$ cat src/rtl/i2c_cmd_sequencer_if.sv
// Command/bus bundle between the I2C command sequencer and its client, bit layer and byte layer.
// The sequencer uses the slave modport; whoever issues commands and answers phases uses master.
interface i2c_cmd_sequencer_if #(
    parameter int unsigned ALEN  = 7,
    parameter int unsigned LEN_W = 24
);
    logic [3:0]       cmd;
    logic             cmd_vld;
    logic             cmd_ready;
    logic             cmd_finish;
    logic             cmd_err;
    logic [9:0]       addr;
    logic [LEN_W-1:0] wr_len;
    logic [LEN_W-1:0] rd_len;
    logic [3:0]       curr_status;
    logic             exec_addr;
    logic             exec_addr_rw;
    logic [ALEN-1:0]  address_curr;
    logic [LEN_W-1:0] exec_len;
    logic             exec_addr_finish;
    logic             exec_addr_nack;
    logic             exec_wr;
    logic             exec_wr_finish;
    logic             exec_wr_nack;
    logic             exec_rd;
    logic             exec_rd_finish;
    logic             tras_cmd_vld;
    logic [2:0]       tras_cmd;
    logic             tras_cmd_ready;
    logic             wfifo_rst;
    logic             rfifo_rst;
    logic             wfifo_empty;
    logic             rfifo_empty;

    modport master (
        output cmd, cmd_vld, addr, wr_len, rd_len,
        output exec_addr_finish, exec_addr_nack, exec_wr_finish, exec_wr_nack, exec_rd_finish,
        output tras_cmd_ready, wfifo_empty, rfifo_empty,
        input  cmd_ready, cmd_finish, cmd_err, curr_status,
        input  exec_addr, exec_addr_rw, address_curr, exec_len, exec_wr, exec_rd,
        input  tras_cmd_vld, tras_cmd, wfifo_rst, rfifo_rst
    );

    modport slave (
        input  cmd, cmd_vld, addr, wr_len, rd_len,
        input  exec_addr_finish, exec_addr_nack, exec_wr_finish, exec_wr_nack, exec_rd_finish,
        input  tras_cmd_ready, wfifo_empty, rfifo_empty,
        output cmd_ready, cmd_finish, cmd_err, curr_status,
        output exec_addr, exec_addr_rw, address_curr, exec_len, exec_wr, exec_rd,
        output tras_cmd_vld, tras_cmd, wfifo_rst, rfifo_rst
    );
endinterface

$ cat src/rtl/i2c_cmd_sequencer.sv
// I2C command sequencer: turns one command into START / address / data / STOP phases with
// per-stage timeout, NACK handling and a held-bus flag for no-stop transfers.
module i2c_cmd_sequencer #(
    parameter int unsigned ALEN  = 7,
    parameter int unsigned LEN_W = 24,
    parameter int unsigned TMO_W = 16
) (
    input  logic               clock,
    input  logic               rst,
    i2c_cmd_sequencer_if.slave bus
);
    localparam logic [3:0] CmdWrStop   = 4'd1;
    localparam logic [3:0] CmdWrNostop = 4'd2;
    localparam logic [3:0] CmdRdStop   = 4'd3;
    localparam logic [3:0] CmdRdNostop = 4'd4;
    localparam logic [3:0] CmdFifoRst  = 4'd5;
    localparam logic [3:0] CmdWrRd     = 4'd6;
    localparam logic [2:0] TrasStart   = 3'd1;
    localparam logic [2:0] TrasStop    = 3'd4;

    typedef enum logic [3:0] {
        StIdle    = 4'd0,
        StGetCmd  = 4'd1,
        StStart   = 4'd2,
        StAddr    = 4'd3,
        StWr      = 4'd4,
        StRestart = 4'd5,
        StRd      = 4'd6,
        StStop    = 4'd7,
        StFifoRst = 4'd8,
        StFinish  = 4'd9
    } state_e;

    state_e           state_q, state_d;
    logic [3:0]       cmd_q;
    logic [LEN_W-1:0] wr_len_q;
    logic [LEN_W-1:0] rd_len_q;
    logic [TMO_W-1:0] tmo_q;
    logic             err_q, err_d;
    logic             bus_held;

    logic accept, tmo_hit, nack, cmd_legal, cmd_rd_type, cmd_nostop, rw_d, entering;
    logic unused_addr;

    assign accept      = bus.cmd_vld && bus.cmd_ready;
    assign tmo_hit     = &tmo_q;
    assign nack        = bus.exec_addr_nack || bus.exec_wr_nack;
    assign cmd_legal   = (cmd_q >= CmdWrStop) && (cmd_q <= CmdWrRd);
    assign cmd_rd_type = (cmd_q == CmdRdStop) || (cmd_q == CmdRdNostop) || (cmd_q == CmdWrRd);
    assign cmd_nostop  = (cmd_q == CmdWrNostop) || (cmd_q == CmdRdNostop);
    // Second address phase of WR_RD (after RESTART) and plain reads address with R/W = 1.
    assign rw_d        = (cmd_q == CmdRdStop) || (cmd_q == CmdRdNostop) || (state_q == StRestart);
    assign entering    = (state_d != state_q);
    assign unused_addr = ^(bus.addr >> ALEN);

    always_comb begin
        state_d = state_q;
        err_d   = err_q;
        unique case (state_q)
            StIdle: begin
                if (accept) begin
                    state_d = StGetCmd;
                    err_d   = 1'b0;
                end
            end
            StGetCmd: begin
                if (!cmd_legal || (cmd_rd_type && (rd_len_q == '0))) begin
                    state_d = StFinish;
                    err_d   = 1'b1;
                end else if (cmd_q == CmdFifoRst) begin
                    state_d = StFifoRst;
                end else begin
                    state_d = StStart;
                end
            end
            StStart, StRestart: begin
                if (bus.tras_cmd_vld && bus.tras_cmd_ready) begin
                    state_d = StAddr;
                end else if (tmo_hit) begin
                    state_d = StStop;
                    err_d   = 1'b1;
                end
            end
            StAddr: begin
                if (nack) begin
                    state_d = StStop;
                    err_d   = 1'b1;
                end else if (bus.exec_addr && bus.exec_addr_finish) begin
                    if (bus.exec_addr_rw)           state_d = StRd;
                    else if (wr_len_q != '0)        state_d = StWr;
                    else if (cmd_q == CmdWrRd)      state_d = StRestart;
                    else if (cmd_q == CmdWrStop)    state_d = StStop;
                    else                            state_d = StFinish;
                end else if (tmo_hit) begin
                    state_d = StStop;
                    err_d   = 1'b1;
                end
            end
            StWr: begin
                if (nack) begin
                    state_d = StStop;
                    err_d   = 1'b1;
                end else if (bus.exec_wr && bus.exec_wr_finish) begin
                    if (cmd_q == CmdWrRd)           state_d = StRestart;
                    else if (cmd_q == CmdWrStop)    state_d = StStop;
                    else                            state_d = StFinish;
                end else if (tmo_hit) begin
                    state_d = StStop;
                    err_d   = 1'b1;
                end
            end
            StRd: begin
                if (bus.exec_rd && bus.exec_rd_finish) begin
                    state_d = (cmd_q == CmdRdNostop) ? StFinish : StStop;
                end else if (tmo_hit) begin
                    state_d = StStop;
                    err_d   = 1'b1;
                end
            end
            StStop: begin
                if (bus.tras_cmd_vld && bus.tras_cmd_ready) begin
                    state_d = StFinish;
                end else if (tmo_hit) begin
                    state_d = StFinish;
                    err_d   = 1'b1;
                end
            end
            StFifoRst: begin
                // Emptiness is only trusted once the reset pulse has gone away.
                if (!bus.wfifo_rst && bus.wfifo_empty && bus.rfifo_empty) begin
                    state_d = StFinish;
                end else if (tmo_hit) begin
                    state_d = StFinish;
                    err_d   = 1'b1;
                end
            end
            StFinish: state_d = StIdle;
            default:  state_d = StIdle;
        endcase
    end

    always_ff @(posedge clock or posedge rst) begin
        if (rst) begin
            state_q          <= StIdle;
            cmd_q            <= '0;
            wr_len_q         <= '0;
            rd_len_q         <= '0;
            tmo_q            <= '0;
            err_q            <= 1'b0;
            bus_held         <= 1'b0;
            bus.cmd_ready    <= 1'b0;
            bus.cmd_finish   <= 1'b0;
            bus.cmd_err      <= 1'b0;
            bus.curr_status  <= '0;
            bus.exec_addr    <= 1'b0;
            bus.exec_addr_rw <= 1'b0;
            bus.address_curr <= '0;
            bus.exec_len     <= '0;
            bus.exec_wr      <= 1'b0;
            bus.exec_rd      <= 1'b0;
            bus.tras_cmd_vld <= 1'b0;
            bus.tras_cmd     <= '0;
            bus.wfifo_rst    <= 1'b0;
            bus.rfifo_rst    <= 1'b0;
        end else begin
            state_q         <= state_d;
            err_q           <= err_d;
            tmo_q           <= entering ? '0 : tmo_q + 1'b1;
            bus.curr_status <= state_d;
            bus.cmd_ready   <= (state_d == StIdle);
            bus.cmd_finish  <= (state_d == StFinish);

            if (accept) begin
                cmd_q            <= bus.cmd;
                wr_len_q         <= bus.wr_len;
                rd_len_q         <= bus.rd_len;
                bus.address_curr <= bus.addr[ALEN-1:0];
                bus.cmd_err      <= 1'b0;
            end else if (entering && (state_d == StFinish)) begin
                bus.cmd_err <= err_d;
            end

            if (entering && (state_d == StFinish)) begin
                if (state_q == StStop)           bus_held <= 1'b0;
                else if (!err_d && cmd_nostop)   bus_held <= 1'b1;
            end

            bus.exec_addr <= (state_d == StAddr);
            if (state_d != StAddr)   bus.exec_addr_rw <= 1'b0;
            else if (entering)       bus.exec_addr_rw <= rw_d;

            bus.exec_wr <= (state_d == StWr);
            bus.exec_rd <= (state_d == StRd);
            if (state_d == StWr)      bus.exec_len <= wr_len_q;
            else if (state_d == StRd) bus.exec_len <= rd_len_q;
            else                      bus.exec_len <= '0;

            bus.tras_cmd_vld <= (state_d == StStart) || (state_d == StRestart) ||
                                (state_d == StStop);
            if (state_d == StStop)                                bus.tras_cmd <= TrasStop;
            else if ((state_d == StStart) || (state_d == StRestart)) bus.tras_cmd <= TrasStart;
            else                                                  bus.tras_cmd <= '0;

            bus.wfifo_rst <= entering && (state_d == StFifoRst);
            bus.rfifo_rst <= entering && (state_d == StFifoRst);
        end
    end
endmodule

$ cat src/flat_wrapper.sv
// flat-port wrapper written by rule: the top's interface ports become plain ports
module i2c_cmd_sequencer_flat 
#(
    parameter int unsigned ALEN  = 7,
    parameter int unsigned LEN_W = 24,
    parameter int unsigned TMO_W = 16
)
  (clock, rst, bus_cmd, bus_cmd_vld, bus_addr, bus_wr_len, bus_rd_len, bus_exec_addr_finish, bus_exec_addr_nack, bus_exec_wr_finish, bus_exec_wr_nack, bus_exec_rd_finish, bus_tras_cmd_ready, bus_wfifo_empty, bus_rfifo_empty, bus_cmd_ready, bus_cmd_finish, bus_cmd_err, bus_curr_status, bus_exec_addr, bus_exec_addr_rw, bus_address_curr, bus_exec_len, bus_exec_wr, bus_exec_rd, bus_tras_cmd_vld, bus_tras_cmd, bus_wfifo_rst, bus_rfifo_rst);
  i2c_cmd_sequencer_if #(.ALEN(ALEN), .LEN_W(LEN_W)) bus_i ();
  input  logic clock;
  input  logic rst;
  input wire logic [$bits(bus_i.cmd)-1:0] bus_cmd;
  input wire logic [$bits(bus_i.cmd_vld)-1:0] bus_cmd_vld;
  input wire logic [$bits(bus_i.addr)-1:0] bus_addr;
  input wire logic [$bits(bus_i.wr_len)-1:0] bus_wr_len;
  input wire logic [$bits(bus_i.rd_len)-1:0] bus_rd_len;
  input wire logic [$bits(bus_i.exec_addr_finish)-1:0] bus_exec_addr_finish;
  input wire logic [$bits(bus_i.exec_addr_nack)-1:0] bus_exec_addr_nack;
  input wire logic [$bits(bus_i.exec_wr_finish)-1:0] bus_exec_wr_finish;
  input wire logic [$bits(bus_i.exec_wr_nack)-1:0] bus_exec_wr_nack;
  input wire logic [$bits(bus_i.exec_rd_finish)-1:0] bus_exec_rd_finish;
  input wire logic [$bits(bus_i.tras_cmd_ready)-1:0] bus_tras_cmd_ready;
  input wire logic [$bits(bus_i.wfifo_empty)-1:0] bus_wfifo_empty;
  input wire logic [$bits(bus_i.rfifo_empty)-1:0] bus_rfifo_empty;
  output wire logic [$bits(bus_i.cmd_ready)-1:0] bus_cmd_ready;
  output wire logic [$bits(bus_i.cmd_finish)-1:0] bus_cmd_finish;
  output wire logic [$bits(bus_i.cmd_err)-1:0] bus_cmd_err;
  output wire logic [$bits(bus_i.curr_status)-1:0] bus_curr_status;
  output wire logic [$bits(bus_i.exec_addr)-1:0] bus_exec_addr;
  output wire logic [$bits(bus_i.exec_addr_rw)-1:0] bus_exec_addr_rw;
  output wire logic [$bits(bus_i.address_curr)-1:0] bus_address_curr;
  output wire logic [$bits(bus_i.exec_len)-1:0] bus_exec_len;
  output wire logic [$bits(bus_i.exec_wr)-1:0] bus_exec_wr;
  output wire logic [$bits(bus_i.exec_rd)-1:0] bus_exec_rd;
  output wire logic [$bits(bus_i.tras_cmd_vld)-1:0] bus_tras_cmd_vld;
  output wire logic [$bits(bus_i.tras_cmd)-1:0] bus_tras_cmd;
  output wire logic [$bits(bus_i.wfifo_rst)-1:0] bus_wfifo_rst;
  output wire logic [$bits(bus_i.rfifo_rst)-1:0] bus_rfifo_rst;
  assign bus_i.cmd = bus_cmd;
  assign bus_i.cmd_vld = bus_cmd_vld;
  assign bus_i.addr = bus_addr;
  assign bus_i.wr_len = bus_wr_len;
  assign bus_i.rd_len = bus_rd_len;
  assign bus_i.exec_addr_finish = bus_exec_addr_finish;
  assign bus_i.exec_addr_nack = bus_exec_addr_nack;
  assign bus_i.exec_wr_finish = bus_exec_wr_finish;
  assign bus_i.exec_wr_nack = bus_exec_wr_nack;
  assign bus_i.exec_rd_finish = bus_exec_rd_finish;
  assign bus_i.tras_cmd_ready = bus_tras_cmd_ready;
  assign bus_i.wfifo_empty = bus_wfifo_empty;
  assign bus_i.rfifo_empty = bus_rfifo_empty;
  assign bus_cmd_ready = bus_i.cmd_ready;
  assign bus_cmd_finish = bus_i.cmd_finish;
  assign bus_cmd_err = bus_i.cmd_err;
  assign bus_curr_status = bus_i.curr_status;
  assign bus_exec_addr = bus_i.exec_addr;
  assign bus_exec_addr_rw = bus_i.exec_addr_rw;
  assign bus_address_curr = bus_i.address_curr;
  assign bus_exec_len = bus_i.exec_len;
  assign bus_exec_wr = bus_i.exec_wr;
  assign bus_exec_rd = bus_i.exec_rd;
  assign bus_tras_cmd_vld = bus_i.tras_cmd_vld;
  assign bus_tras_cmd = bus_i.tras_cmd;
  assign bus_wfifo_rst = bus_i.wfifo_rst;
  assign bus_rfifo_rst = bus_i.rfifo_rst;
  i2c_cmd_sequencer #(.ALEN(ALEN), .LEN_W(LEN_W), .TMO_W(TMO_W)) u_core (.clock(clock), .rst(rst), .bus(bus_i));
endmodule
$ cat config.mk
export PLATFORM = sky130hd
export DESIGN_NAME = i2c_cmd_sequencer_flat
export DESIGN_NICKNAME = d
export VERILOG_FILES = /design/src/rtl/i2c_cmd_sequencer_if.sv /design/src/rtl/i2c_cmd_sequencer.sv /design/src/flat_wrapper.sv
export SDC_FILE = /design/constraint.sdc
export NUM_CORES = 1
export LEC_CHECK = 0
export ABC_AREA = 1
export BUFFER_PORTS_ARGS = -buffer_cell sky130_fd_sc_hd__buf_2
export CORE_MARGIN = 2
export CORE_UTILIZATION = 50
export DETAILED_ROUTE_END_ITERATION = 7
export GPL_TIMING_DRIVEN = 1
export PLACE_DENSITY = 0.74
export SLEW_MARGIN = 10
export SYNTH_ARGS = -nofsm -noshare
export SYNTH_HDL_FRONTEND = slang
export SYNTH_SLANG_ARGS = --single-unit
$ cat constraint.sdc
create_clock -name clock -period 4.7 [get_ports clock]
set_input_delay 0.235 -clock clock [delete_from_list [all_inputs] [get_ports clock]]
set_output_delay 0.235 -clock clock [all_outputs]
set_load 0.005 [all_outputs]
## Word level (Yosys, flattened, before mapping)

Index checks and enable logic that the tools add are counted.

| word-level totals | value |
|---|---|
| flip-flop bits (word level) | 116 |
| input bits | 73 |
| output and inout bits | 48 |
| logic and storage cells | 112 |

| cells by class | value |
|---|---|
| add/subtract/negate cells | 1 |
| order comparisons | 2 |
| eq/ne operators | 23 |
| muxes and demuxes | 39 |
| reductions and logical operators | 29 |

Operators by type and width:

| cell | number |
|---|---|
| 2-to-1 mux 4 bit | 18 |
| 2-to-1 mux 24 bit | 2 |
| == test 4 x 3 -> 1 bit, second input constant | 11 |
| one-hot mux 4 bit (8 select lines) | 1 |
| zero test 24 bit | 1 |
| nonzero test 24 bit | 1 |
| == test 4 x 2 -> 1 bit, second input constant | 5 |
| adder 16 x 1 -> 16 bit, second input constant | 1 |
| 2-to-1 mux 16 bit | 1 |
| AND reduction 16 bit | 1 |
| 2-to-1 mux 1 bit | 15 |
| == test 4 bit, second input constant | 3 |
| logical AND 1 bit | 11 |
| == test 4 x 1 -> 1 bit, second input constant | 2 |
| zero test 4 bit | 2 |
| logical OR 1 bit | 7 |
| one-hot mux 1 bit (7 select lines) | 1 |
| >= comparator 4 x 1 -> 1 bit, second input constant | 1 |
| less-or-equal comparator 4 x 3 -> 1 bit, second input constant | 1 |
| inequality test 4 x 2 -> 1 bit, second input constant | 1 |
| inequality test 4 bit | 1 |
| nonzero test 2 bit | 2 |
| 2-to-1 mux 3 bit | 1 |
| OR reduction 3 bit | 1 |
| other kinds (2) | 3 |

## Logic depth before layout (Yosys ltp)

Gate-level depths: netlist (run 1).

| depth | value |
|---|---|
| depth after elaboration | 12 |
| mapped depth | 18 |
| gate-level depth less buffers | 18 |

## Worst setup path after synthesis (run 1)

OpenSTA, ideal clock, no wires.

| timing path | value |
|---|---|
| path kind | register to register |
| start | reg u_core.tmo_q[0] |
| end | reg u_core.tmo_q[9] |
| library setup time | 0.130 ns |
| arrival | 1.926 ns |
| required time | 4.570 ns |
| slack | 2.644 ns |
| stages on the path, launching flop included | 19 |
| buffers on the path | 1 |
| period minus slack after synthesis | 2.056 ns |
| path through | dfrtp_1 > ha_1 > nand2_1 > inv_1 > nand2_1 > nor2_1 > nand2_2 > nand3_1 > nand2_1 > nand2_1 > nor2_1 > nand3_2 > nand2_1 > nand2_1 > nand2_1 > inv_2 > nand2_4 > buf_12 > nor2_4 |

| between the ends | value |
|---|---|
| longest elaborated chain between the ends | 7 |
| elaborated cells on any way between the ends | 15 |

RTL lines:

| what | line | source |
|---|---|---|
| start, declared | i2c_cmd_sequencer.sv:38 | `logic [TMO_W-1:0] tmo_q;` |
| start signal, assigned | i2c_cmd_sequencer.sv:168 | `tmo_q <= entering ? '0 : tmo_q + 1'b1;` |
| AND reduction 16 bit (*) | i2c_cmd_sequencer.sv:46 | `assign tmo_hit = &tmo_q;` |
| 2-to-1 mux 4 bit | - |  |
| 2-to-1 mux 4 bit (on tied branches) | i2c_cmd_sequencer.sv:103, i2c_cmd_sequencer.sv:88 |  |
| 2-to-1 mux 4 bit (on tied branches) | i2c_cmd_sequencer.sv:100, i2c_cmd_sequencer.sv:85 |  |
| one-hot mux 4 bit (8 select lines) (*) | i2c_cmd_sequencer.sv:59 | `unique case (state_q)` |
| via u_core.state_d[0] | i2c_cmd_sequencer.sv:34 | `state_e state_q, state_d;` |
| inequality test 4 bit (*) | i2c_cmd_sequencer.sv:53 | `assign entering = (state_d != state_q);` |
| 2-to-1 mux 16 bit (*) | i2c_cmd_sequencer.sv:168 |  |

The timed path passes the listed nets; every way through them passes the cells marked *.
A chain may end at the register's enable or synchronous reset.

## Worst setup path after layout (run 1)

| timing path | value |
|---|---|
| start | reg u_core.tmo_q[0] |
| end | reg u_core.bus.exec_len[0] |

| between the ends | value |
|---|---|
| longest elaborated chain between the ends | 8 |
| elaborated cells on any way between the ends | 16 |

RTL lines:

| what | line | source |
|---|---|---|
| AND reduction 16 bit (*) | i2c_cmd_sequencer.sv:46 |  |
| 2-to-1 mux 4 bit | - |  |
| 2-to-1 mux 4 bit (on tied branches) | i2c_cmd_sequencer.sv:103, i2c_cmd_sequencer.sv:88 |  |
| 2-to-1 mux 4 bit (on tied branches) | i2c_cmd_sequencer.sv:100, i2c_cmd_sequencer.sv:85 |  |
| one-hot mux 4 bit (8 select lines) (*) | i2c_cmd_sequencer.sv:59 |  |
| via u_core.state_d[0] | i2c_cmd_sequencer.sv:34 |  |
| == test 4 x 3 -> 1 bit | i2c_cmd_sequencer.sv:195 | `else if (state_d == StRd) bus.exec_len <= rd_len_q;` |
| 2-to-1 mux 24 bit | i2c_cmd_sequencer.sv:195 |  |
| 2-to-1 mux 24 bit (*) | i2c_cmd_sequencer.sv:194 | `if (state_d == StWr) bus.exec_len <= wr_len_q;` |
| end signal, assigned | i2c_cmd_sequencer.sv:194 |  |
| end signal, assigned | i2c_cmd_sequencer.sv:195 |  |
| end, declared | i2c_cmd_sequencer_if.sv:49 | `output exec_addr, exec_addr_rw, address_curr, exec_len, exec_wr, exec_rd,` |

Marked as above.

==> results by group, run 1 <==
Outcome
  – Status: complete, no violations

Drt
  – Routed WL per cell: 13.6 um
  – Number of remaining DRC errors: 0
  – Via-to-Cell Ratio: 4.95
  – Violation count after the first detailed-route iteration: 306
  – Routed via count: 5153
  – DR pass1 iterations: 5
  – WL final: 14.2 mm
  – Final ANT Viol Nets: 0

Critical path
  – Critical Path Sink Type: register
  – WP buf/inv: 3
  – Biggest cell delay along the critical path: 0.49 ns
  – Cells along the critical path: ha_1 -> nand2_1 -> inv_1 -> nand2_1 -> nor2_1 -> nand2_2 -> nand3_1 -> nand2_1 -> inv_1 -> a21oi_1 -> nand3_2 -> inv_2 -> nand2_2 -> nor2_4 -> nand2_1 -> nand2_1
  – Slowest-stage cell, CP: nor2_4
  – Critical path data required time: 5.15 ns
  – Reg2Reg Depth: 16
  – Worst r2r dst: u_core.bus.exec_len[0]$_DFF_PP0_
  – Crit path kind: reg -> reg
  – Crit path depth: 16
  – Max FO, Critical Path: 25
  – Critical R2R Launch: u_core.tmo_q[0]$_DFF_PP0_
  – Crit-path most repeated cell: nand2_1
  – Delay-heaviest family, CP: simple AND/OR/NAND/NOR gates
  – WP data arrival: 3.10 ns
  – Setup crit start kind: register
  – Setup slack, reg-to-reg: 2.05 ns

Placed design
  – DP HPWL: 9.25 mm
  – Placed cells: 950
  – Routability cong.: 0.881
  – PortBufs: 116

Pwr
  – P_leak: 4.12 nW
  – P per Cell Area: 567 nW/um^2
  – Maximum VDD drop: 524 uV
  – Total design power: 4.17 mW

CTS
  – # hold bufs at CTS: 60
  – Clock Path Buffers: 2
  – Root buffer cell: clkbuf_8
  – Clock buffer count from CTS: 17
  – CTS resizes: 0
  – Post-CTS Setup Inserts: 0
  – Worst-skew pair later-pin latency: 0.52 ns
  – Reg clk slew, reported paths: 0.06 ns
  – TritonCTS Sinks: 115
  – CTS HTree Levels: 4
  – TritonCTS clock tree: built

Layout
  – Final Non-Filler Cells: 1042
  – Nets: 963
  – Fill cells: 870
  – Fraction of layout cells with a size suffix above 1: 21.8%
  – Area growth from synthesis to layout: 33.8%
  – ANT cells: 0
  – Final Util: 68.2%

STA
  – Layout Skew: 0.00645 ns
  – Final period util: 56.3%
  – Final Hold Fails: 0
  – Fmax: 378 MHz
  – Slew HR: 30.3%
  – Slew Viols, Final: 0
  – Unrepaired setup endpoints after global routing: no
  – Setup TNS: 0 ns
  – Least-Margin Pin Slew: 1.05 ns
  – Final setup violation count: 0
  – Min Tclk post-route: 2.65 ns

Global route
  – Number of antenna violations at the first check in global routing: 0
  – Global-route wire length before repair: 23.7 mm
  – Tot GR Track Use: 26.2%
  – Global route overflow: 0
  – Pin count of the biggest net entering global routing: 72
  – Vias in the first global route: 5191

Worst hold path
  – Worst Hold Class: in -> reg
  – Hold path startpoint: bus_exec_wr_finish
  – Hold Crit Depth: 7
  – Hold EP: u_core.bus.curr_status[3]$_DFF_PP0_

Floorplan
  – Effective utilization at floorplan: 51.0%
  – Rows: 38
  – I/O Pins: 121
  – Die W: 109 um
  – Die area: 11900 sq um
  – Die Y: 109 um
  – Core Footprint: 10800 sq um

Yosys
  – Area contributors post-synth: dfrtp_1, nand2_1, nor2_1
  – Mapped cell area: 5500 sq um
  – Post-synth cell types: 38
  – Yosys warning count: 0
  – Yosys top cell area share: 52.3%
  – Synth Instances: 711
  – Yosys top cell by area: dfrtp_1
  – Synthesized flop and latch total: 115
  – Avg Inst Size Synth: 7.73 sq um
  – Register area share after synthesis: 52.3%
  – Syn_nets: 785

Run
  – Max_cap viols: 0
[state kept, by name, summed over array words and instances (netlist names)]
register                 cells
u_core.bus.exec_len         24
u_core.rd_len_q             24
u_core.wr_len_q             24
u_core.tmo_q                16
u_core.bus.address_curr      7
u_core.bus.curr_status       4
u_core.cmd_q                 4
u_core.bus.tras_cmd          2
u_core.bus.cmd_err           1
u_core.bus.cmd_finish        1
u_core.bus.cmd_ready         1
u_core.bus.exec_addr         1
u_core.bus.exec_addr_rw      1
u_core.bus.exec_rd           1
u_core.bus.exec_wr           1
u_core.bus.tras_cmd_vld      1
u_core.bus.wfifo_rst         1
u_core.err_q                 1
[cell usage in the layout (no fill, tap or decap), types with 2 or more instances in the layout]
cell type	instances
nand2_1	358
buf_2	116
dfrtp_1	115
nor2_1	61
dlygate4sd3_1	60
inv_1	37
nand3_1	27
clkbuf_16	16
nor2_4	15
a21oi_1	11
nand2_2	9
inv_2	8
nor3_1	7
o21ai_0	6
clkinv_2	6
nand4_1	5
xor2_1	4
nor2_2	3
nand3_2	3
bufinv_16	3
o31ai_1	2
o21ai_1	2
nand2_4	2
inv_4	2
xnor2_1	2
clkbuf_8	2
clkinv_4	2
clkinvlp_4	2
buf_4	2
[worst register-to-register path, delay by kind of cell, from the launching register on]
family | cells | cell delay, ns
buf+inv | 3 | 0.22
fa+ha+maj | 1 | 0.23
simple gates | 11 | 1.59
compound gates | 1 | 0.15
flops | 1 | 0.42
[power by group]
group / switching [mW] / internal [mW] / total (mW)
Combinational: 0.895 / 0.463 / 1.36
Clock: 0.456 / 0.817 / 1.27
Sequential: 0.235 / 1.30 / 1.54
[layout make-up]
| cell class | count | area, sq um | area share, % |
|---|---|---|---|
| Multi-Input combinational cell | 529 | 2330 | 31.7 |
| Tap cell | 140 | 175 | 2.38 |
| Timing Repair Buffer | 178 | 1200 | 16.3 |
| Clock inverter | 14 | 161 | 2.19 |
| Inverter | 48 | 185 | 2.52 |
| Clock buffer | 18 | 428 | 5.82 |
| Sequential cell | 115 | 2880 | 39.1 |
[per-stage QoR]
stage / setup slack, ns / hold slack (ns) / instance area, sq um
global route: 1.78 / 0.346 / 7360
CTS: 2.00 / 0.292 / 7360
floorplan: 1.42 / 0.345 / 5500
finish: 2.05 / 0.325 / 7360
global placement: 2.13 / 0.429 / 6170
detailed placement: 2.05 / 0.432 / 6170
[cell families (layout without fill, tap and decap cells)]
logic type      Yosys count  count (layout)  share of synthesized area [%]
fa+ha+maj                 1               1                          0.227
simple gates            495             495                           38.3
xor+xnor                  6               6                          0.956
buf+inv                  67             258                           5.28
flops                   115             115                           52.3
compound gates           26              26                           2.87
other cells               1               1                         0.0682
[routing by layer]
metal | up-vias | track usage [%] | routed length, um
met5 | - | 0 | 0
met4 | 0 | 11.9 | 344
met3 | 30 | 6.34 | 866
met2 | 158 | 42.8 | 7020
met1 | 2421 | 33.1 | 5970
li1 | 2544 | - | -
[worst max-delay path by stage]
stage	start	end	slack (ns)
after floorplan	rst	u_core.bus.address_curr[0]$_DFFE_PP0P_	1.42
after global placement	u_core.tmo_q[0]$_DFF_PP0_	u_core.bus.wfifo_rst$_DFF_PP0_	2.13
after detailed placement	u_core.tmo_q[0]$_DFF_PP0_	u_core.bus.exec_len[0]$_DFF_PP0_	2.05
after CTS	u_core.tmo_q[0]$_DFF_PP0_	u_core.bus.exec_len[21]$_DFF_PP0_	2.00
after global routing	u_core.tmo_q[0]$_DFF_PP0_	u_core.bus.exec_len[20]$_DFF_PP0_	1.78
final	u_core.tmo_q[0]$_DFF_PP0_	u_core.bus.exec_len[0]$_DFF_PP0_	2.05
[Yosys cell counts (all sizes together)]
cell type	n
nand3	30
nand2	369
a21boi	1
xor2	4
a21oi	12
buf	11
clkbuf	8
nor4	1
dfrtp	115
or2	2
a31o	1
o22ai	1
clkinv	1
nor2	79
nor3	8
xnor2	2
o21ai	9
nand3b	1
nand4	5
inv	47
conb	1
ha	1
o31ai	2
No activity file was read; power rests on OpenSTA's default activity.
==> run 2: changes to the inputs <==
--- a/config.mk
+++ b/config.mk
@@ -5,13 +5,13 @@
 export SDC_FILE = /design/constraint.sdc
 export NUM_CORES = 1
 export LEC_CHECK = 0
-export ABC_AREA = 1
+export ABC_AREA = 0
 export BUFFER_PORTS_ARGS = -buffer_cell sky130_fd_sc_hd__buf_2
 export CORE_MARGIN = 2
 export CORE_UTILIZATION = 50
 export DETAILED_ROUTE_END_ITERATION = 7
 export GPL_TIMING_DRIVEN = 1
-export PLACE_DENSITY = 0.74
+export PLACE_DENSITY = 0.75
 export SLEW_MARGIN = 10
 export SYNTH_ARGS = -nofsm -noshare
 export SYNTH_HDL_FRONTEND = slang
==> constraint.sdc (replaced) <==
create_clock -name clock -period 2.7 [get_ports clock]
set_input_delay 0.135 -clock clock [delete_from_list [all_inputs] [get_ports clock]]
set_output_delay 0.135 -clock clock [all_outputs]
set_load 0.005 [all_outputs]
==> run 2 against run 1 <==
Net effect: the run now ends with negative setup slack left; register-to-register slack lost 2.3 ns; worst hold slack gained 0.0020 ns; non-clock buffer count grew 119; critical path depth shrank 6; worst setup slack lost 2.3 ns; clock power grew 66%; combinational power grew to 3.4 times the previous value; critical path type unchanged; highest routed layer unchanged.
==> results by group, run 2 <==
Outcome
  – Status: finished, violations left
  – Violated checks: negative setup slack

Drt
  – Routed via count: 5423
  – DR pass1 iterations: 5
  – WL final: 22.0 mm
  – Number of remaining DRC errors: 0
  – Via-to-Cell Ratio: 6.12
  – Violation count after the first detailed-route iteration: 674
  – Routed WL per cell: 24.8 um
  – Final ANT Viol Nets: 0

Yosys
  – Mux cell area share after synthesis: 12.7%
  – Register area share after synthesis: 54.2%
  – Compound-Gate Fraction of Synth Area: 11.5%
  – Mapped cell area: 5310 sq um
  – Xor/xnor share of the synthesized area: 2.80%
  – Simple-gate share of the synthesized area: 14.9%
  – Area contributors post-synth: dfrtp_1, mux2_2, a22o_1
  – Synthesized flop and latch total: 115
  – Yosys top cell by area: dfrtp_1
  – Avg Inst Size Synth: 11.9 sq um
  – Yosys top cell area share: 54.2%
  – Post-synth cell types: 66
  – Largest family of logic cells by synthesized area: simple AND/OR/NAND/NOR gates
  – Synth Flop Type: dfrtp_1
  – Yosys warning count: 0
  – Post-Synth Adder-Cell Area: 0.236%
  – Number of synthesized flops with an enable pin: 0
  – Commonest cells in the netlist: dfrtp_1, mux2_2, nor2_1
  – Most numerous cell in the Yosys netlist: dfrtp_1
  – Async SR Flop Fraction: 100%
  – Syn_nets: 520
  – Synth Instances: 446

STA
  – Unrepaired setup endpoints after global routing: yes
  – Worst setup margin: -0.225 ns
  – Setup TNS: -5.25 ns
  – Final period util: 108%
  – Min Tclk post-route: 2.92 ns
  – Slew HR: 45.2%
  – Slew Viols, Final: 0
  – Least-Margin Pin Slew: 0.823 ns
  – Final Hold Fails: 0
  – Fmax: 342 MHz
  – Layout Skew: 0.0109 ns
  – Final setup violation count: 44

Pwr
  – P_leak: 3.91 nW
  – P per Cell Area: 1150 nW/um^2
  – Maximum VDD drop: 686 uV

Critical path
  – WP data arrival: 3.33 ns
  – Critical path data required time: 3.10 ns
  – Critical Path Sink Type: register
  – Worst r2r dst: u_core.tmo_q[8]$_DFF_PP0_
  – Max FO, Critical Path: 7
  – Critical R2R Launch: u_core.wr_len_q[3]$_DFFE_PP0P_
  – Slowest-stage cell, CP: or4_4
  – Crit path kind: reg -> reg
  – Biggest cell delay along the critical path: 0.50 ns
  – Setup slack, reg-to-reg: -0.22 ns
  – Reg2Reg Depth: 10
  – Cells along the critical path: nor4_2 -> nand4_1 -> buf_4 -> or4_4 -> o22a_1 -> nor3_4 -> nor4_4 -> o211ai_4 -> clkbuf_16 -> nor2_2
  – Setup crit start kind: register

Floorplan
  – Core Footprint: 10300 sq um
  – Rows: 37
  – Effective utilization at floorplan: 51.4%
  – Die area: 11500 sq um
  – Die Y: 107 um
  – I/O Pins: 121
  – Die W: 107 um

CTS
  – CTS HTree Levels: 4
  – Clock Path Buffers: 2
  – TritonCTS clock tree: built
  – TritonCTS Sinks: 115
  – Worst-skew pair later-pin latency: 0.53 ns
  – Root buffer cell: clkbuf_8
  – Clock buffer count from CTS: 17
  – Reg clk slew, reported paths: 0.06 ns

Placed design
  – PortBufs: 116
  – DP HPWL: 9.77 mm
  – Place WS: -0.297 ns
  – Routability cong.: 0.904

Layout
  – Top Registers: u_core.bus.exec_len x24, u_core.rd_len_q x24, u_core.wr_len_q x24
  – Fraction of layout cells with a size suffix above 1: 52.5%
  – Most frequent cells in the layout: buf_2, dfrtp_1, buf_4, dlygate4sd3_1, mux2_2
  – Commonest non-fill, non-tap cell in the layout: buf_2
  – ANT cells: 0
  – Seq. cell area: 2880 sq um
  – Nets: 811
  – Multi-input logic area: 2560 sq um
  – Area growth from synthesis to layout: 58.9%
  – Fill cells: 473

Global route
  – Number of antenna violations at the first check in global routing: 0
  – Global route overflow: 0
  – Global-route wire length before repair: 27.5 mm
  – Vias in the first global route: 5210
  – Pin count of the biggest net entering global routing: 116
  – Tot GR Track Use: 32.0%

Worst hold path
  – Worst Hold Class: in -> async

Run
  – Max_cap viols: 0
[run 2: cell types whose count changed after synthesis, moves of 7 or more]
| cell | before | now |
|---|---|---|
| nand2_1 | 359 | 19 |
| mux2_2 | 0 | 59 |
| nor2_1 | 61 | 29 |
| inv_1 | 38 | 11 |
| a22o_1 | 0 | 25 |
| nand3_1 | 27 | 7 |
| nor2_4 | 15 | 0 |
| nor4_1 | 1 | 15 |
| nor2_2 | 3 | 11 |
| inv_2 | 8 | 1 |
| nand2_2 | 8 | 1 |
| xnor2_1 | 2 | 9 |
[run 2: worst max path at each step]
stage | start | to | slack, ns | cells past startpoint
2_1_floorplan | u_core.tmo_q[0]$_DFF_PP0_ | u_core.bus.exec_addr_rw$_DFFE_PP0P_ | 0.09 | 11
3_3_place_gp | u_core.wr_len_q[6]$_DFFE_PP0P_ | u_core.bus.exec_len[17]$_DFF_PP0_ | -0.21 | 7
3_5_place_dp | u_core.wr_len_q[6]$_DFFE_PP0P_ | u_core.bus.exec_len[14]$_DFF_PP0_ | -0.30 | 7
4_1_cts | u_core.bus.curr_status[3]$_DFF_PP0_ | u_core.bus.exec_len[16]$_DFF_PP0_ | 0.005 | 9
5_1_grt | u_core.wr_len_q[3]$_DFFE_PP0P_ | u_core.tmo_q[8]$_DFF_PP0_ | -0.23 | 10
6_report | u_core.wr_len_q[3]$_DFFE_PP0P_ | u_core.tmo_q[8]$_DFF_PP0_ | -0.22 | 10
[run 2: where the power goes]
| part | leakage (nW) | switching [mW] | internal [mW] |
|---|---|---|---|
| combinational | 2.20 | 2.28 | 2.30 |
| clock | 0.258 | 0.845 | 1.26 |
| sequential | 1.46 | 0.648 | 2.35 |
| total | 3.91 | 3.77 | 5.91 |
[run 2: cell families (layout without fill, tap and decap cells)]
logic type      after synthesis  count (layout)
xor+xnor                     17              17
mux                          60              60
buf+inv                      38             341
compound gates               78              78
fa+ha+maj                     1               1
other cells                   1               1
simple gates                136             137
flops                       115             115
[run 2: through the flow]
stage | cell area, sq um | power [mW] | util, % | std cells | hold slack [ns]
final | 8440 | 9.68 | 81.7 | 886 | 0.327
after global routing | 8440 | 9.95 | 81.7 | 886 | 0.394
after detailed placement | 6690 | 6.08 | 64.8 | 768 | 0.361
after CTS | 7970 | 8.45 | 77.2 | 868 | 0.354
after floorplan | 5330 | 4.67 | - | 446 | 0.286
after global placement | 6690 | 5.98 | 64.8 | 768 | 0.348
[run 2: what timing repair did]
action / 4_1_cts / 5_1_grt
hold endpoints to repair: 174 / 0
setup endpoints to repair: 44 / 50
setup buffers: 8 / 15
gates cloned: 1 / 5
resized for setup: 10 / 47
pin swaps: 9 / 45
hold buffers: 60 / 0
[run 2: worst max-delay path, delay by kind of cell (launching register included)]
kind            cells  cell delay, ns
compound gates      2            0.51
flops               1            0.43
buf+inv             2            0.42
simple gates        6            1.43
[run 2: area by class of cell]
cell class,instances,area share (%)
clock buffer,23,5.41
timing repair buffer,297,26.5
inverter,12,0.608
multi-input combinational,294,30.3
tap,136,2.02
clock inverter,9,0.964
sequential,115,34.1
[run 2: routing by layer]
metal / GRT usage (%) / vias up / share of wire, % / routed length, um
li1: - / 2228 / - / -
met1: 36.9 / 2639 / 35 / 7690
met2: 56.0 / 421 / 49 / 10700
met3: 7.60 / 135 / 9.0 / 1970
met4: 15.2 / 0 / 7.2 / 1590
met5: 0 / - / 0 / 0
==> run 3: changes to the inputs <==
--- a/config.mk
+++ b/config.mk
@@ -6,7 +6,7 @@
 export NUM_CORES = 1
 export LEC_CHECK = 0
 export ABC_AREA = 0
-export BUFFER_PORTS_ARGS = -buffer_cell sky130_fd_sc_hd__buf_2
+export BUFFER_PORTS_ARGS = -buffer_cell sky130_fd_sc_hd__clkbuf_2
 export CORE_MARGIN = 2
 export CORE_UTILIZATION = 50
 export DETAILED_ROUTE_END_ITERATION = 7
==> run 3 against run 2 <==
Net effect: the flow still finishes with violations (negative setup slack); cell count shrank 0.90%; flip-flop and latch count stayed put; via count down 3.3%; worst setup slack better by 0.15 ns; first-iteration DRC count down 20%; die area did not move; sequential share of layout area grew 0.48 points; critical endpoint is now u_core.tmo_q[4]$_DFF_PP0_; highest routed layer unchanged.
==> results by group, run 3 (same netlist as run 2, synthesis figures left out) <==
CTS
  – Clock buffer count from CTS: 17
  – Root buffer cell: clkbuf_8
  – Worst-skew pair later-pin latency: 0.54 ns
  – Reg clk slew, reported paths: 0.06 ns
  – Clock Path Buffers: 2
  – TritonCTS Sinks: 115
  – TritonCTS clock tree: built
  – CTS HTree Levels: 4

Global route
  – Global route overflow: 0
  – Global-route wire length before repair: 28.6 mm
  – Gr busiest metal: met2
  – Vias in the first global route: 5462
  – Number of antenna violations at the first check in global routing: 1
  – Met2 capacity usage during global routing: 58.2%
  – Met3 Track Usage GR: 9.30%
  – Pin count of the biggest net entering global routing: 116
  – Tot GR Track Use: 33.3%
  – Met1 Use GR: 37.7%

Critical path
  – Crit path kind: reg -> reg
  – Delay-heaviest family, CP: simple AND/OR/NAND/NOR gates
  – WP data arrival: 3.19 ns
  – Critical path data required time: 3.11 ns
  – Critical Path Sink Type: register
  – Setup crit start kind: register
  – WP buf/inv: 2
  – Max FO, Critical Path: 15
  – Cells along the critical path: nor4_2 -> nand4_1 -> buf_4 -> or4_4 -> o22a_1 -> nor3_4 -> nor4_4 -> o211ai_4 -> buf_12 -> nor2_1
  – Slowest-stage cell, CP: or4_4
  – Biggest cell delay along the critical path: 0.52 ns

Drt
  – Number of remaining DRC errors: 0
  – Violation count after the first detailed-route iteration: 537
  – Routed via count: 5243
  – Final ANT Viol Nets: 0
  – Routed WL per cell: 23.2 um
  – Via-to-Cell Ratio: 5.97
  – DR pass1 iterations: 5
  – WL final: 20.4 mm

STA
  – Unrepaired setup endpoints after global routing: yes
  – Min Tclk post-route: 2.78 ns
  – Final period util: 103%
  – Least-Margin Pin Slew: 0.810 ns
  – Slew HR: 46.0%
  – Fmax: 360 MHz
  – Worst setup margin: -0.0794 ns
  – Layout Skew: 0.0127 ns
  – Final Hold Fails: 0
  – Setup TNS: -1.66 ns
  – Hold WS: 0.320 ns
  – Slew Viols, Final: 0
  – Final setup violation count: 39

Floorplan
  – Rows: 37
  – Core Footprint: 10300 sq um
  – Effective utilization at floorplan: 51.4%
  – Die Y: 107 um
  – Die W: 107 um
  – Die area: 11500 sq um
  – I/O Pins: 121

Layout
  – Final Util: 80.5%
  – Fraction of layout cells with a size suffix above 1: 50.7%
  – Top Registers: u_core.bus.exec_len x24, u_core.rd_len_q x24, u_core.wr_len_q x24
  – Area growth from synthesis to layout: 56.6%
  – Commonest non-fill, non-tap cell in the layout: clkbuf_2
  – Nets: 804
  – Fill cells: 509
  – Most frequent cells in the layout: clkbuf_2, dfrtp_1, buf_4, dlygate4sd3_1, mux2_2

Outcome
  – Status: finished, violations left
  – Violated checks: negative setup slack

Run
  – Max_cap viols: 0

Pwr
  – Total design power: 9.50 mW
  – Maximum VDD drop: 789 uV
  – P_leak: 3.90 nW
  – P per Cell Area: 1140 nW/um^2

Worst hold path
  – Worst Hold Class: in -> async

Placed design
  – Routability cong.: 0.936
  – PortBufs: 116
  – DP HPWL: 10.1 mm
[run 3: cell count changes in the layout (fill, tap and decap cells not counted), sizes merged]
cell      before  now
buf          233  112
bufinv         1    4
clkbuf        27  138
clkinvlp       4    2
diode          0    1
[run 3: power breakdown]
part	leakage (nW)	switching [mW]	internal, mW
combinational	2.14	2.03	2.11
clock	0.302	0.833	1.56
sequential	1.46	0.629	2.35
total	3.90	3.49	6.02
[run 3: final timing paths]
path                            slack [ns]                                endpoint                                   start  cells after the start
worst min-delay path                  0.32          u_core.wr_len_q[4]$_DFFE_PP0P_                                     rst                      4
worst max-delay path                 -0.08               u_core.tmo_q[4]$_DFF_PP0_         u_core.wr_len_q[12]$_DFFE_PP0P_                     10
max in group asynchronous             1.89     u_core.bus.curr_status[1]$_DFF_PP0_                                     rst                      4
worst min register to register        0.51  u_core.bus.address_curr[5]$_DFFE_PP0P_  u_core.bus.address_curr[5]$_DFFE_PP0P_                      1
min in group clock                    0.34                  u_core.err_q$_DFF_PP0_                         bus_rfifo_empty                      6
worst max register to register       -0.08               u_core.tmo_q[4]$_DFF_PP0_         u_core.wr_len_q[12]$_DFFE_PP0P_                     10
[run 3: metal layers]
layer / wire length [um] / vias to the layer above
li1: - / 2206
met1: 7220 / 2552
met2: 10200 / 369
met3: 1710 / 116
met4: 1260 / 0
met5: 0 / -
[run 3: per-stage QoR]
step | worst slack (ns) | instance area, sq um | std cells
2_1_floorplan | 0.0908 | 5330 | 446
3_3_place_gp | -0.217 | 6680 | 767
3_5_place_dp | -0.267 | 6680 | 767
4_1_cts | 0.0234 | 8050 | 868
5_1_grt | -0.207 | 8320 | 878
6_report | -0.0794 | 8320 | 878
[run 3: what timing repair did]
action                                  CTS  global route
endpoints found under the setup margin   45            52
pin swaps                                12            12
gates cloned                              1             3
buffers inserted                         11             7
hold buffers                             60             0
hold endpoints to repair                174             0
resized for setup                         9            28
[run 3: cell type report]
cell class	count	area [sq um]	share of cell area, %
clock inverters	10	156	1.88
flip-flops and latches	115	2880	34.6
diodes	1	2.50	0.0301
inverters	12	51.3	0.617
clock buffers	20	455	5.48
repair buffers	290	2130	25.6
well taps	136	170	2.05
multi-input cells	294	2470	29.7
[run 3: worst register-to-register path, stage by stage (launching register included)]
cell	delay (ns)
dfrtp_1	0.42
nor4_2	0.34
nand4_1	0.21
buf_4	0.19
or4_4	0.52
o22a_1	0.24
nor3_4	0.19
nor4_4	0.09
o211ai_4	0.22
buf_12	0.18
nor2_1	0.06
